`src/rtl/sysid_read_timer.sv`:
```
`default_nettype none
// ============================================================================
//  Module      : sysid_read_timer
//  Description : Per-read watchdog counter. load clears the count, enable
//                advances it, expired is high while the count equals LIMIT.
//                The count saturates at LIMIT so a held enable never wraps.
//  Ports       : clock    system clock
//                reset_n  asynchronous active-low reset
//                load     clear count to zero (wins over enable)
//                enable   advance count by one
//                expired  count has reached LIMIT
//  Revision    : 1.0  initial release
// ============================================================================
module sysid_read_timer #(
    parameter int               WIDTH = 16,
    parameter logic [WIDTH-1:0] LIMIT = '1
) (
    input  wire logic clock,
    input  wire logic reset_n,
    input  wire logic load,
    input  wire logic enable,
    output logic      expired
);

    logic [WIDTH-1:0] r_count;

    assign expired = (r_count == LIMIT);

    always_ff @(posedge clock or negedge reset_n) begin
        if (!reset_n) begin
            r_count <= '0;
        end else if (load) begin
            r_count <= '0;
        end else if (enable && !expired) begin
            r_count <= r_count + 1'b1;
        end
    end

endmodule
`default_nettype wire

```
`config.mk`:
```
export PLATFORM = sky130hd
export DESIGN_NAME = sysid_read_timer
export DESIGN_NICKNAME = d
export VERILOG_FILES = /design/src/rtl/sysid_read_timer.sv
export SDC_FILE = /design/constraint.sdc
export NUM_CORES = 1
export LEC_CHECK = 0
export CAP_MARGIN = 20
export CORE_UTILIZATION = 35
export CTS_CLUSTER_DIAMETER = 150
export DETAILED_ROUTE_END_ITERATION = 12
export PLACE_DENSITY_LB_ADDON = 0.05
export SYNTH_ARGS = -nofsm -noshare
export SYNTH_HDL_FRONTEND = slang
export SYNTH_SLANG_ARGS = --single-unit
export TNS_END_PERCENT = 10
```
`constraint.sdc`:
```
create_clock -name clock -period 1.55 [get_ports clock]
set_input_delay 0.31 -clock clock [delete_from_list [all_inputs] [get_ports clock]]
set_output_delay 0.31 -clock clock [all_outputs]
set_load 0.005 [all_outputs]
```
== Word-level counts from Yosys, hierarchy flattened ==
Index checks and enable logic that the tools add are counted.
Storage, ports and cells
  bits of input ports: 4
  register bits after elaboration: 16
  logic and storage cells: 8
Operators by class
  multiplexer cells: 2
  $add $sub $neg: 1
  reductions and logical operators: 3
  equal/unequal tests: 1
Operator list (count)
  $mux 16: 2
  $add 16x1->16 const B: 1
  $eq 16x16->1 const B: 1
  $reduce_bool 2->1: 1
  $logic_and 1x1->1: 1
  $logic_not 1->1: 1

== Depth between registers and ports, before layout ==
  word-level depth: 5
  gate-level depth with buffers: 6
  mapped depth without buffers: 5

== Worst setup path after synthesis ==
Ideal clock, no wire load.
  kind: register -> register
  start point: register r_count[0]
  end point: register r_count[10]
  stages on the path, launching flop included: 6
  buffers on the path: 0
  setup time: 0.078 ns
  period minus slack after synthesis: 1.734 ns
  arrival time: 1.656 ns
  data required time: 1.472 ns
  setup slack: -0.184 ns
  path through: dfrtp_1 > ha_1 > nand2_1 > or4_1 > or3_1 > a21oi_1
On the way
  cells in the longest elaborated chain, start to end: 4
  elaborated cells on any way between the ends: 7
RTL lines
  start: declaration: RTL line 25  | logic [WIDTH-1:0] r_count;
  start signal: assignment: RTL line 35  | r_count <= r_count + 1'b1;
  branches (longest 4 deep; another with $add 16x1->16)
Parallel ways; which one is timed is not known. The select of a mux whose other input is x is not followed.
A chain may end at the register's enable or synchronous reset.

== Worst setup path after layout ==
  start point: register r_count[3]
  end point: register r_count[10]
The elaborated chain is that of the path after synthesis.

==> flow_metrics.tcl <==
set metrics [dict create \
    hpwl_mm 1.730 \
    drive_gt1_share_pct 46.94 \
    clk_pin_slew_ns 0.10 \
    worstPathCellList "nand4_4, buf_6, or4_1, or3_1, a21oi_1" \
    fmax_ghz 0.5746 \
    die_area_um2 2956 \
    nNetsFinal 153 \
    cpPeakStageDelay_ns 0.52 \
    crit_arrival_ns 1.97 \
    grt_overflow 0 \
    ys.warnings.count 0 \
    antennaDiodeCount 0 \
    die_y_um 54.37 \
    crit_path_end_kind "flip-flop" \
    fin_crit_sh_pct 112.3 \
    cp-start-kind "flip-flop" \
    drtIter0Drc 11 \
    hold_viol 0 \
    fin_skew_ns 0.004801 \
    worst_ir_drop_vdd_uv 436.4 \
    routedWlPerCell_um 14.32 \
    ys_seq_elements 16 \
    cts_tree "built" \
    layout_common_cells "buf_4 (37), dfrtp_1 (16)" \
    placed_cells 171 \
    drc_errors 0 \
    place_area_um2 1314 \
    finalInstanceArea_um2 1486 \
    setup_violations 15 \
    hold_path_class "in -> async" \
    post_drt_via_cell_ratio 5.401 \
    failed_checks "negative setup slack" \
    post-place-ws_ns -0.3107 \
    slowest_stage "or4_1" \
    crit_start "r_count[3]$_DFFE_PN0P_" \
    routed_wl_mm 2.535 \
    io-pin-count 5 \
    first_pass_iters 4 \
    fin_cells 177 \
    grt_max_degree 17 \
    synth_area_um2 959.7 \
    outcome "finished with violations" \
    crit_fanout 6 \
    fin_ws_ns -0.1902 \
    reg_top3 "r_count x16" \
    portBuffers 4 \
    numCtsBuffers 3 \
    synth_cells 102 \
    fin_crit_ns 1.740 \
    rsz0062_at_grt "yes" \
    htreeDepth 1 \
    worstReg2RegStart "r_count[3]$_DFFE_PN0P_" \
    gp_congestion 0.7823 \
    slew_headroom_pct 77.78 \
    critPathRequiredTime_ns 1.78 \
    synth_area_per_cell_um2 9.409 \
    path_class "reg -> reg" \
    top_register "r_count" \
    slew_violations 0 \
    p_leak_uw 0.0006565 \
    vias 956 \
    antenna_found_initial 0 \
    clk_path_buf_depth 2 \
    worstSkewPairLatency_ns 0.30 \
    synth_cell_types 34 \
    layout_commonest_cell "buf_4" \
    cts_hold_buf 0 \
    syn-num-nets 107 \
    die_x_um 54.37 \
    cts_root_buf "clkbuf_4" \
    final_antenna_net_count 0 \
    power_density_nw_per_um2 536.4 \
    initial_core_util_pct 37.71 \
    grt_pass1_wl_mm 4.098 \
    maxCapViolCount 0 \
    synthToLayoutAreaGrowth_pct 54.89 \
    num_rows 18 \
    tightest_slew_ns 0.3323 \
    largest_reg_flops 16 \
    tns_ns -1.745 \
    coreArea_um2 2545 \
    grt_usage_pct 19.79 \
    clock_sinks 16 \
    seq_area_frac_synth_pct 41.72 \
    grt_pass1_vias 928 \
]
## kinds of logic (layout without fill, tap and decap cells)
kind of cell	after synthesis	in the layout	share of synthesized area (%)
flip-flops	16	16	41.72
AND/OR/NAND/NOR	51	51	31.81
multiplexers	4	4	4.563
adder cells (fa/ha/maj)	1	1	1.304
AO/OA/AOI/OAI	24	24	15.65
buffers and inverters	6	51	4.954
## final timing paths
| kind | cells past startpoint | slack (ns) | to |
|---|---|---|---|
| worst max-delay path | 5 | -0.19 | r_count[10]$_DFFE_PN0P_ |
| worst min-delay path | 2 | 0.32 | r_count[4]$_DFFE_PN0P_ |
| worst max register to register | 5 | -0.19 | r_count[10]$_DFFE_PN0P_ |
| worst min register to register | 3 | 0.63 | r_count[15]$_DFFE_PN0P_ |
| max in group asynchronous | 2 | 1.04 | r_count[9]$_DFFE_PN0P_ |
| min in group clock | 3 | 0.63 | r_count[15]$_DFFE_PN0P_ |
## report_power, final
| part | leakage (uW) | internal [uW] | total [uW] | switching, uW |
|---|---|---|---|---|
| Sequential | 0.000222 | 422 | 427 | 5.09 |
| Clock | 0.0000210 | 143 | 292 | 149 |
| Combinational | 0.000413 | 38.6 | 77.6 | 39.1 |
## per-layer routing
metal  wire [um]  vias up  GRT usage [%]
li1            -      482              -
met1        1203      460          24.45
met2        1237       10          33.94
met3          69        4          5.833
met4          25        0          3.846
met5           0        -              0
## area by class of cell
cell class,count,area [um2]
fillers,236,1059
multi-input cells,80,639.4
flip-flops and latches,16,400.4
repair buffers,46,369.1
well taps,30,37.54
clock buffers,4,36.28
inverters,1,3.754
## worst max-delay path, delay by kind of cell (launching register included)
family                 cells  cell delay [ns]
DFF                        1             0.42
AOI/OAI and AO/OA          1             0.12
buffers and inverters      1             0.16
and+or+nand+nor            3             0.96
## synth_stat cells (all sizes together)
master        n  area (um2)
a21oi        10       50.05
a311oi        1       8.760
a31oi         1       6.260
a41o          1       10.01
and2b         1       7.510
and3          1       6.260
buf           3       21.27
clkbuf        1       13.76
dfrtp        16       400.4
dlygate4sd1   1       8.760
ha            1       12.51
inv           1       3.750
mux2          3       33.78
mux2i         1       10.01
nand2         7       26.28
nand2b        3       18.77
nand3         7       35.03
nand4         6       52.55
nor2          6       22.52
nor2b         3       18.77
nor3          1       5.000
nor4          5       31.28
nor4b         1       8.760
o21ai         6       30.03
o311a         1       11.26
o31a          2       18.77
o31ai         2       15.01
or3           7       50.05
or4           3       22.52
## what timing repair did
action,4_1_cts,5_1_grt
endpoints found under the setup margin,17,17
pin swaps,13,7
setup buffers,1,1
gates resized for setup,16,13
## stage by stage
stage	hold WS [ns]	total power [uW]	utilization, %
after floorplan	0.01441	469.7	-
final	0.3185	797.2	58.41
after global placement	0.6116	507.2	51.62
after detailed placement	0.6122	509.4	51.62
after CTS	0.3229	803.9	55.65
after global routing	0.3460	835.5	58.41
Power figures use the tool's default switching activity.
